[src/rtl/config_mem_pkg.sv]
// Shared types and sizing helpers for the configuration memory loader.
package config_mem_pkg;

    // Default width of one bitstream word.
    localparam int BYTE_W_DEFAULT = 8;

    // Loader phases: collect words, publish them atomically, then hold.
    typedef enum logic [1:0] {
        ST_IDLE  = 2'd0,
        ST_LOAD  = 2'd1,
        ST_APPLY = 2'd2,
        ST_DONE  = 2'd3
    } state_e;

    // Number of bitstream words needed to cover num_mem configuration bits.
    function automatic int nwords(input int num_mem, input int byte_w);
        return (num_mem + byte_w - 1) / byte_w;
    endfunction

endpackage

[src/rtl/config_mem_loader_if.sv]
// Bitstream handshake between a configuration source and the loader.
interface config_mem_loader_if
    import config_mem_pkg::*;
#(
    parameter int BYTE_W = BYTE_W_DEFAULT
);

    logic              cfg_start;
    logic [BYTE_W-1:0] cfg_data;
    logic              cfg_valid;
    logic              cfg_ready;

    modport master (
        output cfg_start,
        output cfg_data,
        output cfg_valid,
        input  cfg_ready
    );

    modport slave (
        input  cfg_start,
        input  cfg_data,
        input  cfg_valid,
        output cfg_ready
    );

endinterface

[src/rtl/config_mem_loader.sv]
// Loads NUM_MEM configuration bits from an MSB-first word stream into a
// shadow register and publishes them to mem/mem_inv in a single edge, so the
// mux primitives never see a partial or inconsistent configuration.
// The interface instance must use the same BYTE_W as this module.
module config_mem_loader
    import config_mem_pkg::*;
#(
    parameter int NUM_MEM = 5,
    parameter int BYTE_W  = BYTE_W_DEFAULT
) (
    input  logic               prog_clk,
    input  logic               prog_reset_n,
    config_mem_loader_if.slave cfg,
    output logic [NUM_MEM-1:0] mem,
    output logic [NUM_MEM-1:0] mem_inv,
    output logic               cfg_done,
    output logic               cfg_err
);

    localparam int                NWORDS    = nwords(NUM_MEM, BYTE_W);
    localparam int                CNT_W     = $clog2(NWORDS + 1);
    localparam logic [CNT_W-1:0]  LAST_WORD = CNT_W'(NWORDS - 1);

    state_e             state_q,   state_d;
    logic [CNT_W-1:0]   cnt_q,     cnt_d;
    logic [NUM_MEM-1:0] shadow_q,  shadow_d;
    logic [NUM_MEM-1:0] mem_q,     mem_d;
    logic [NUM_MEM-1:0] mem_inv_q, mem_inv_d;
    logic               done_q,    done_d;
    logic               err_q,     err_d;

    logic restart;
    logic xfer;

    // Low bits of the final word may fall beyond NUM_MEM and are dropped.
    logic unused_data;
    assign unused_data = ^cfg.cfg_data;

    // A start pulse is honoured everywhere except during the one-cycle APPLY.
    assign restart = cfg.cfg_start && (state_q != ST_APPLY);

    // A word moves only while LOAD is advertised through cfg_ready.
    assign xfer = cfg.cfg_valid && (state_q == ST_LOAD);

    // Next-state logic: word assembly, counter, publish and status flags.
    always_comb begin
        // NOTE: every output of this block gets a default first, so no path
        // leaves a variable unassigned and no latch is inferred.
        state_d   = state_q;
        cnt_d     = cnt_q;
        shadow_d  = shadow_q;
        mem_d     = mem_q;
        mem_inv_d = mem_inv_q;
        done_d    = done_q;
        err_d     = err_q;

        if (restart) begin
            // Fresh load: drop any partial shadow but keep the live outputs.
            state_d  = ST_LOAD;
            cnt_d    = '0;
            shadow_d = '0;
            done_d   = 1'b0;
            err_d    = 1'b0;
        end else begin
            case (state_q)
                ST_IDLE: begin
                    state_d = ST_IDLE;
                end
                ST_LOAD: begin
                    if (xfer) begin
                        // Stream bit k sits at position BYTE_W-1-(k%BYTE_W)
                        // of word k/BYTE_W.
                        for (int k = 0; k < NUM_MEM; k++) begin
                            if (cnt_q == CNT_W'(k / BYTE_W)) begin
                                shadow_d[k] = cfg.cfg_data[BYTE_W-1-(k % BYTE_W)];
                            end
                        end
                        cnt_d = cnt_q + CNT_W'(1);
                        if (cnt_q == LAST_WORD) begin
                            state_d = ST_APPLY;
                        end
                    end
                end
                ST_APPLY: begin
                    mem_d     = shadow_q;
                    mem_inv_d = ~shadow_q;
                    state_d   = ST_DONE;
                end
                ST_DONE: begin
                    done_d = 1'b1;
                    if (cfg.cfg_valid) begin
                        err_d = 1'b1;
                    end
                end
                default: begin
                    state_d = ST_IDLE;
                end
            endcase
        end
    end

    // State registers with synchronous active-low reset.
    always_ff @(posedge prog_clk) begin
        if (!prog_reset_n) begin
            state_q   <= ST_IDLE;
            cnt_q     <= '0;
            // NOTE: the shadow is a plain register bank, not RAM, so it is
            // reset along with everything else and a reset mid-load cannot
            // leak stale bits into the next load.
            shadow_q  <= '0;
            mem_q     <= '0;
            mem_inv_q <= '1;
            done_q    <= 1'b0;
            err_q     <= 1'b0;
        end else begin
            // NOTE: non-blocking assignments here so every register samples
            // the pre-edge values computed by the combinational block.
            state_q   <= state_d;
            cnt_q     <= cnt_d;
            shadow_q  <= shadow_d;
            mem_q     <= mem_d;
            mem_inv_q <= mem_inv_d;
            done_q    <= done_d;
            err_q     <= err_d;
        end
    end

    assign cfg.cfg_ready = (state_q == ST_LOAD);
    assign mem           = mem_q;
    assign mem_inv       = mem_inv_q;
    assign cfg_done      = done_q;
    assign cfg_err       = err_q;

endmodule

[src/flat_wrapper.sv]
// flat-port wrapper written by rule: the top's interface ports become plain ports
module config_mem_loader_flat import config_mem_pkg::*;
#(
    parameter int NUM_MEM = 5,
    parameter int BYTE_W  = BYTE_W_DEFAULT
)
  (prog_clk, prog_reset_n, mem, mem_inv, cfg_done, cfg_err, cfg_cfg_start, cfg_cfg_data, cfg_cfg_valid, cfg_cfg_ready);
  config_mem_loader_if #(.BYTE_W(BYTE_W)) cfg_i ();
  input  logic prog_clk;
  input  logic prog_reset_n;
  output logic [NUM_MEM-1:0] mem;
  output logic [NUM_MEM-1:0] mem_inv;
  output logic cfg_done;
  output logic cfg_err;
  input wire logic [$bits(cfg_i.cfg_start)-1:0] cfg_cfg_start;
  input wire logic [$bits(cfg_i.cfg_data)-1:0] cfg_cfg_data;
  input wire logic [$bits(cfg_i.cfg_valid)-1:0] cfg_cfg_valid;
  output wire logic [$bits(cfg_i.cfg_ready)-1:0] cfg_cfg_ready;
  assign cfg_i.cfg_start = cfg_cfg_start;
  assign cfg_i.cfg_data = cfg_cfg_data;
  assign cfg_i.cfg_valid = cfg_cfg_valid;
  assign cfg_cfg_ready = cfg_i.cfg_ready;
  config_mem_loader #(.NUM_MEM(NUM_MEM), .BYTE_W(BYTE_W)) u_core (.prog_clk(prog_clk), .prog_reset_n(prog_reset_n), .cfg(cfg_i), .mem(mem), .mem_inv(mem_inv), .cfg_done(cfg_done), .cfg_err(cfg_err));
endmodule
[config.mk]
export PLATFORM = sky130hd
export DESIGN_NAME = config_mem_loader_flat
export DESIGN_NICKNAME = d
export VERILOG_FILES = /design/src/rtl/config_mem_pkg.sv /design/src/rtl/config_mem_loader_if.sv /design/src/rtl/config_mem_loader.sv /design/src/flat_wrapper.sv
export SDC_FILE = /design/constraint.sdc
export NUM_CORES = 1
export LEC_CHECK = 0
export ABC_AREA = 1
export BUFFER_PORTS_ARGS = -buffer_cell sky130_fd_sc_hd__buf_2
export CAP_MARGIN = 5
export CORE_MARGIN = 8
export CORE_UTILIZATION = 43
export DETAILED_ROUTE_END_ITERATION = 6
export PLACE_DENSITY = 0.8
export SKIP_CTS_REPAIR_TIMING = 1
export SYNTH_ARGS = -nofsm -noshare
export SYNTH_HDL_FRONTEND = slang
export SYNTH_SLANG_ARGS = --single-unit
[constraint.sdc]
create_clock -name prog_clk -period 1.2 [get_ports prog_clk]
set_input_delay 0.12 -clock prog_clk [delete_from_list [all_inputs] [get_ports prog_clk]]
set_output_delay 0.12 -clock prog_clk [all_outputs]
set_load 0.01 [all_outputs]
==> impl_metrics.ini, run 1 <==
[power]
power_frac_comb_pct = 15.8
internal_power_mw = 1.13
ir_drop_uv = 776
p_per_area_mw_per_mm2 = 1320
switchingPower_uw = 365
p_total_mw = 1.49
pwr-share-seq_pct = 46.8
switching_share_pct = 24.4
power_frac_clock_pct = 37.4
leakagePower_nw = 0.494

[min_path]
hold_path.class = in2reg
holdPathEnd = u_core.shadow_q[4]$_SDFFE_PP0P_
min_path_cells = 3
hp-start = cfg_cfg_data[3]

[floorplan]
die_w_um = 58.8
core_region_area_mm2 = 0.00173
die_area_mm2 = 0.00346
num_rows = 15
die-height_um = 58.8
initial_core_util_pct = 45.7
io-pin-count = 25

[synth]
syn_inst = 97
yosysMostFrequentCell = nand2_1
synth_warnings = 0
synth-seq-cells = 20
synth_ff_type = dfxtp_1
synth_nets = 113
synth.avg_cell_area_um2 = 8.13
synth_top_area_cell = dfxtp_1
syn_area_um2 = 788
synthTopCellsByCount = nand2_1 (23), dfxtp_1 (20), nor2_1 (14)
synth_area_leaders = dfxtp_1 (51%), nand2_1 (11%), nor2_1 (6.7%)
synth_seq_area_share_pct = 50.8
synth.distinct_cells = 16
synth_edf_count = 0
async_flop_share_pct = 0
synth_top_area_share_pct = 50.8

[setup_path]
worstSetupPathType = reg2out
r2r-end = u_core.state_q[0]$_SDFFE_PN0P_
crit_path_frequent_cell = buf_6
r2r_slack_ns = 0.01
critPathMaxStageDelay_ns = 0.40
r2r_start = u_core.state_q[1]$_SDFFE_PP0P_
r2r_cells = 8
critPathSlowestCell = dfxtp_4
worstSetupEndpointType = output pin
crit_path_start_kind = flip-flop
critical_path_arrival_ns = 1.14
path_cells = inv_4, ha_4, buf_6, buf_6
worstPathRequired_ns = 1.08
crit_fanout = 3

[timing]
drv_slew = 0
finalWorstSetupSlack_ns = -0.0592
tightest_slew_ns = 0.187
fin_crit_ns = 1.26
whs_ns = 0.0237
fin_crit_sh_pct = 105
final-setup-viol-count = 1
relSlewSlack_pct = 87.5
max_freq_mhz = 794
setup_tns_ns = -0.0592
fin_skew_ns = 0.00481
rsz0062_at_grt = true
hold_violations = 0

[global_routing]
grt_use_met2_pct = 17.6
grt_pass1_wl_um = 2880
grt_busiest_layer = met2
use_met3_pct = 1.74
met1_usage_pct = 11.9
grt_usage_pct = 10.8
grt-ovfl-total = 0
first_global_vias = 667
grt_max_degree = 13
antenna_found_initial = 0

[route]
routed_wire_length_per_instance_um = 12.5
wl_um = 1930
ant_nets = 0
drt-initial-drc-count = 17
vias_per_cell = 4.82
remaining_drc_errors = 0
dr.pass1.iters = 4
dr_total_vias = 742

[run_status]
failed_checks = negative setup slack
status = complete, but fails checks

[cts]
h-tree-depth = 1
root_buffer = clkbuf_4
clk_latency_ns = 0.31
cts_tree = built
clockBufferDepth = 2
numCtsBuffers = 3
path_clk_slew_ns = 0.12
cts.sinks = 20

[layout]
n_antenna_cell = 0
synthToLayoutAreaGrowth_pct = 43.5
final_nets = 146
final_layout_size_suffix_gt1_share_pct = 44.2
fin_cells = 154
nFillCells = 155

[placement]
dp_hpwl_um = 1310
io_buffers = 21
place.gp.congestion = 0.728
place_ws_ns = 0.00833
dp_cells = 148

[job]
drv_cap = 0
-- sequential cells by signal, summed over array words and instances, names as in the netlist --
signal / cells
u_core.cfg_err: 1
u_core.state_q: 2
u_core.mem: 5
u_core.cnt_q: 1
u_core.mem_inv: 5
u_core.shadow_q: 5
u_core.cfg_done: 1
-- routing by layer --
layer,vias to the layer above,wire (um)
met5,-,0
met4,0,84
met3,7,84
met2,26,957
met1,340,805
li1,369,-
-- layout by cell type, fill, tap and decap left out --
master,instances
dfxtp_4,2
nand3_2,1
nor2_4,3
a21oi_1,8
nand2_2,4
buf_2,20
ha_4,2
nand2_1,20
a21oi_2,2
dfxtp_1,18
nor2_2,3
bufinv_16,1
o21ai_2,1
ha_1,2
nand3_1,1
nand2_4,2
o21ai_1,5
clkbuf_4,3
buf_4,6
buf_6,2
nor2_1,9
inv_4,3
o21ai_0,4
inv_2,1
buf_12,1
inv_1,5
-- worst max-delay path by stage --
stage / startpoint / endpoint / cells past startpoint
after floorplan: u_core.state_q[0]$_SDFFE_PN0P_ / u_core.shadow_q[3]$_SDFFE_PP0P_ / 8
after CTS: u_core.state_q[1]$_SDFFE_PP0P_ / cfg_cfg_ready / 4
final: u_core.state_q[1]$_SDFFE_PP0P_ / cfg_cfg_ready / 4
after detailed placement: u_core.state_q[0]$_SDFFE_PN0P_ / u_core.shadow_q[1]$_SDFFE_PP0P_ / 8
after global placement: u_core.state_q[0]$_SDFFE_PN0P_ / u_core.shadow_q[4]$_SDFFE_PP0P_ / 8
after global routing: u_core.state_q[1]$_SDFFE_PP0P_ / cfg_cfg_ready / 4
-- cells by family (layout without fill, tap and decap cells) --
family	Yosys count	after routing	synth area share [%]
AND/OR/NAND/NOR	43	43	24.6
AO/OA/AOI/OAI	20	20	13.2
flip-flops	20	20	50.8
buffers and inverters	10	42	5.08
adder cells (fa/ha/maj)	4	4	6.35
-- through the flow --
step                utilization [%]  cell area, um2
floorplan                         -             791
global placement               56.0             967
detailed placement             56.0             967
CTS                            59.1            1020
global route                   65.5            1130
finish                         65.5            1130
-- power by group through the flow --
| stage | registers [mW] | logic [mW] | clock network [mW] |
|---|---|---|---|
| finish | 0.699 | 0.236 | 0.558 |
| CTS | 0.694 | 0.164 | 0.559 |
| floorplan | 0.709 | 0.0944 | 0 |
| global placement | 0.707 | 0.156 | 0 |
| detailed placement | 0.708 | 0.163 | 0 |
| global route | 0.700 | 0.259 | 0.579 |
-- final cells by class --
cell class | instances | area (um2) | area share, %
Clock buffer | 3 | 22.5 | 1.99
Clock inverter | 1 | 30.0 | 2.65
Inverter | 9 | 41.3 | 3.65
Multi-Input combinational cell | 67 | 410 | 36.3
Sequential cell | 20 | 408 | 36.1
Tap cell | 25 | 31.3 | 2.77
Timing Repair Buffer | 29 | 188 | 16.6
-- worst max-delay path, delay by kind of cell, from the launching register on --
kind | cells | cell delay [ns]
fa+ha+maj | 1 | 0.16
buf+inv | 3 | 0.27
flops | 1 | 0.40
Power figures use the tool's default switching activity.
==> run 2: changes to the inputs <==
ABC_AREA = unset   (was 1)
CORE_UTILIZATION = 48   (was 43)
PLACE_DENSITY = 0.84   (was 0.8)
clock period = 1.3 ns   (was 1.2 ns; I/O delays follow)
==> impl_metrics.ini, run 2 <==
[synth]
synth.avg_cell_area_um2 = 9.13
synth_warnings = 0
yosysMostFrequentCell = dfxtp_1
synth_nets = 103
synth_seq_area_share_pct = 50.4
synth_top_area_cell = dfxtp_1
syn_inst = 87
syn_area_um2 = 795
synthTopCellsByCount = dfxtp_1 (20), nand2_1 (17), nor2_1 (9)
async_flop_share_pct = 0
synth-seq-cells = 20
synth_edf_count = 0
synth_top_area_share_pct = 50.4
synth.distinct_cells = 18
synth_ff_type = dfxtp_1
synth_area_leaders = dfxtp_1 (50%), nand2_1 (8.0%), mux2i_1 (7.6%)

[global_routing]
grt_usage_pct = 10.4
first_global_vias = 675
grt-ovfl-total = 0
grt_max_degree = 17
grt_pass1_wl_um = 2760
antenna_found_initial = 0

[timing]
relSlewSlack_pct = 84.9
tightest_slew_ns = 0.226
hold_violations = 0
max_freq_mhz = 800
fin_crit_ns = 1.25
finalWorstSetupSlack_ns = 0.0501
final-setup-viol-count = 0
fin_crit_sh_pct = 96.1
rsz0062_at_grt = false
fin_skew_ns = 0.00771
drv_slew = 0

[floorplan]
die-height_um = 56.7
num_rows = 14
core_region_area_mm2 = 0.00152
initial_core_util_pct = 52.1
die_area_mm2 = 0.00321
die_w_um = 56.7
io-pin-count = 25

[layout]
nFillCells = 127
regArea_um2 = 405
final_layout_size_suffix_gt1_share_pct = 36.0
n_antenna_cell = 0
multi_input_area_um2 = 410
layout_commonest_cell = buf_2
final_nets = 131
synthToLayoutAreaGrowth_pct = 29.9
layout_common_cells = buf_2 (20), dfxtp_1 (18), nand2_1 (15), nor2_1 (9), nand2b_1 (7)
final_core_util_pct = 67.7

[placement]
place_ws_ns = -0.0877
io_buffers = 21
place.gp.congestion = 0.755
dp_hpwl_um = 1280

[cts]
root_buffer = clkbuf_4
path_clk_slew_ns = 0.11
numCtsBuffers = 3
h-tree-depth = 1
clockBufferDepth = 2
clk_latency_ns = 0.30
cts.sinks = 20
cts_tree = built

[job]
drv_cap = 0

[route]
dr.pass1.iters = 4
wl_um = 1760
drt-initial-drc-count = 5
dr_total_vias = 666
vias_per_cell = 5.12
ant_nets = 0
wl_met3_um = 113
dr.max_layer_used = met4
m1WireLength_um = 743
remaining_drc_errors = 0
dr_wl_met2_um = 894
routed_wire_length_per_instance_um = 13.5

[min_path]
hold_path.class = in2reg

[setup_path]
r2r_slack_ns = 0.05
worstPathRequired_ns = 1.52
worstSetupEndpointType = flip-flop
critical_path_arrival_ns = 1.47
path_cells = buf_4, ha_1, a21oi_2, nor2_1, a211oi_2
worstSetupPathType = reg2reg
critPathSlowestCell = dfxtp_4
critPathMaxStageDelay_ns = 0.38
crit_path_start_kind = flip-flop
crit_fanout = 4

[run_status]
status = completed

[power]
p_per_area_mw_per_mm2 = 1490
ir_drop_uv = 842
leakagePower_nw = 0.475
-- run 2: cell count changes after synthesis, sizes merged, moves of 6 or more --
cell / before / now
nand2b: 0 / 7
mux2i: 0 / 6
nand2: 26 / 17
nor2: 15 / 9
a21oi: 10 / 3
-- run 2: layer usage --
layer | vias up | global-route usage, %
met5 | - | 0
met4 | 0 | 2.06
met3 | 2 | 5.62
met2 | 18 | 18.5
met1 | 306 | 10.5
li1 | 340 | -
-- run 2: final cells by class --
| cell class | count | share of cell area, % |
|---|---|---|
| clock buffer | 4 | 3.52 |
| inverter | 3 | 1.09 |
| multi-input combinational | 61 | 39.8 |
| sequential | 20 | 39.3 |
| tap | 16 | 1.94 |
| timing repair buffer | 26 | 14.4 |
-- run 2: per-stage QoR --
stage / hold WS, ns / total power [mW] / area (um2) / std cells / setup TNS [ns]
global route: 0.0651 / 1.62 / 1030 / 130 / 0
finish: 0.0583 / 1.54 / 1030 / 130 / 0
detailed placement: 0.370 / 1.08 / 950 / 126 / -0.512
CTS: 0.0547 / 1.43 / 986 / 130 / -0.659
global placement: 0.364 / 1.06 / 950 / 126 / -0.0764
floorplan: 0.274 / 0.962 / 807 / 87 / 0
-- run 2: worst paths after layout --
| path | startpoint | to | depth (start not counted) |
|---|---|---|---|
| worst max-delay path | u_core.state_q[0]$_SDFFE_PN0P_ | u_core.state_q[1]$_SDFFE_PP0P_ | 5 |
| worst min-delay path | cfg_cfg_data[3] | u_core.shadow_q[4]$_SDFFE_PP0P_ | 3 |
| worst max register to register | u_core.state_q[0]$_SDFFE_PN0P_ | u_core.state_q[1]$_SDFFE_PP0P_ | 5 |
| worst min register to register | u_core.mem_inv[0]$_SDFFE_PN1P_ | u_core.mem_inv[0]$_SDFFE_PN1P_ | 2 |
-- run 2: critical path, delay by kind of cell, from the launching register on --
kind                       cells  cell delay (ns)
AOI/OAI and AO/OA              2             0.36
adders and majority gates      1             0.21
buffers and inverters          1             0.14
DFF                            1             0.38
and+or+nand+nor                1             0.08
-- run 2: where the power goes --
part	total [mW]	internal [mW]	switching, mW
clock	0.354	0.171	0.183
sequential	0.695	0.658	0.0368
combinational	0.489	0.247	0.242
total	1.54	1.08	0.462
-- run 2: cells by family (layout without fill, tap and decap cells) --
kind of cell | Yosys count | in the layout | share of synthesized area, %
muxes | 6 | 6 | 7.56
DFF | 20 | 20 | 50.4
AOI/OAI and AO/OA | 17 | 17 | 13.2
buffers and inverters | 6 | 33 | 3.94
and+or+nand+nor | 34 | 34 | 18.6
adders and majority gates | 4 | 4 | 6.30
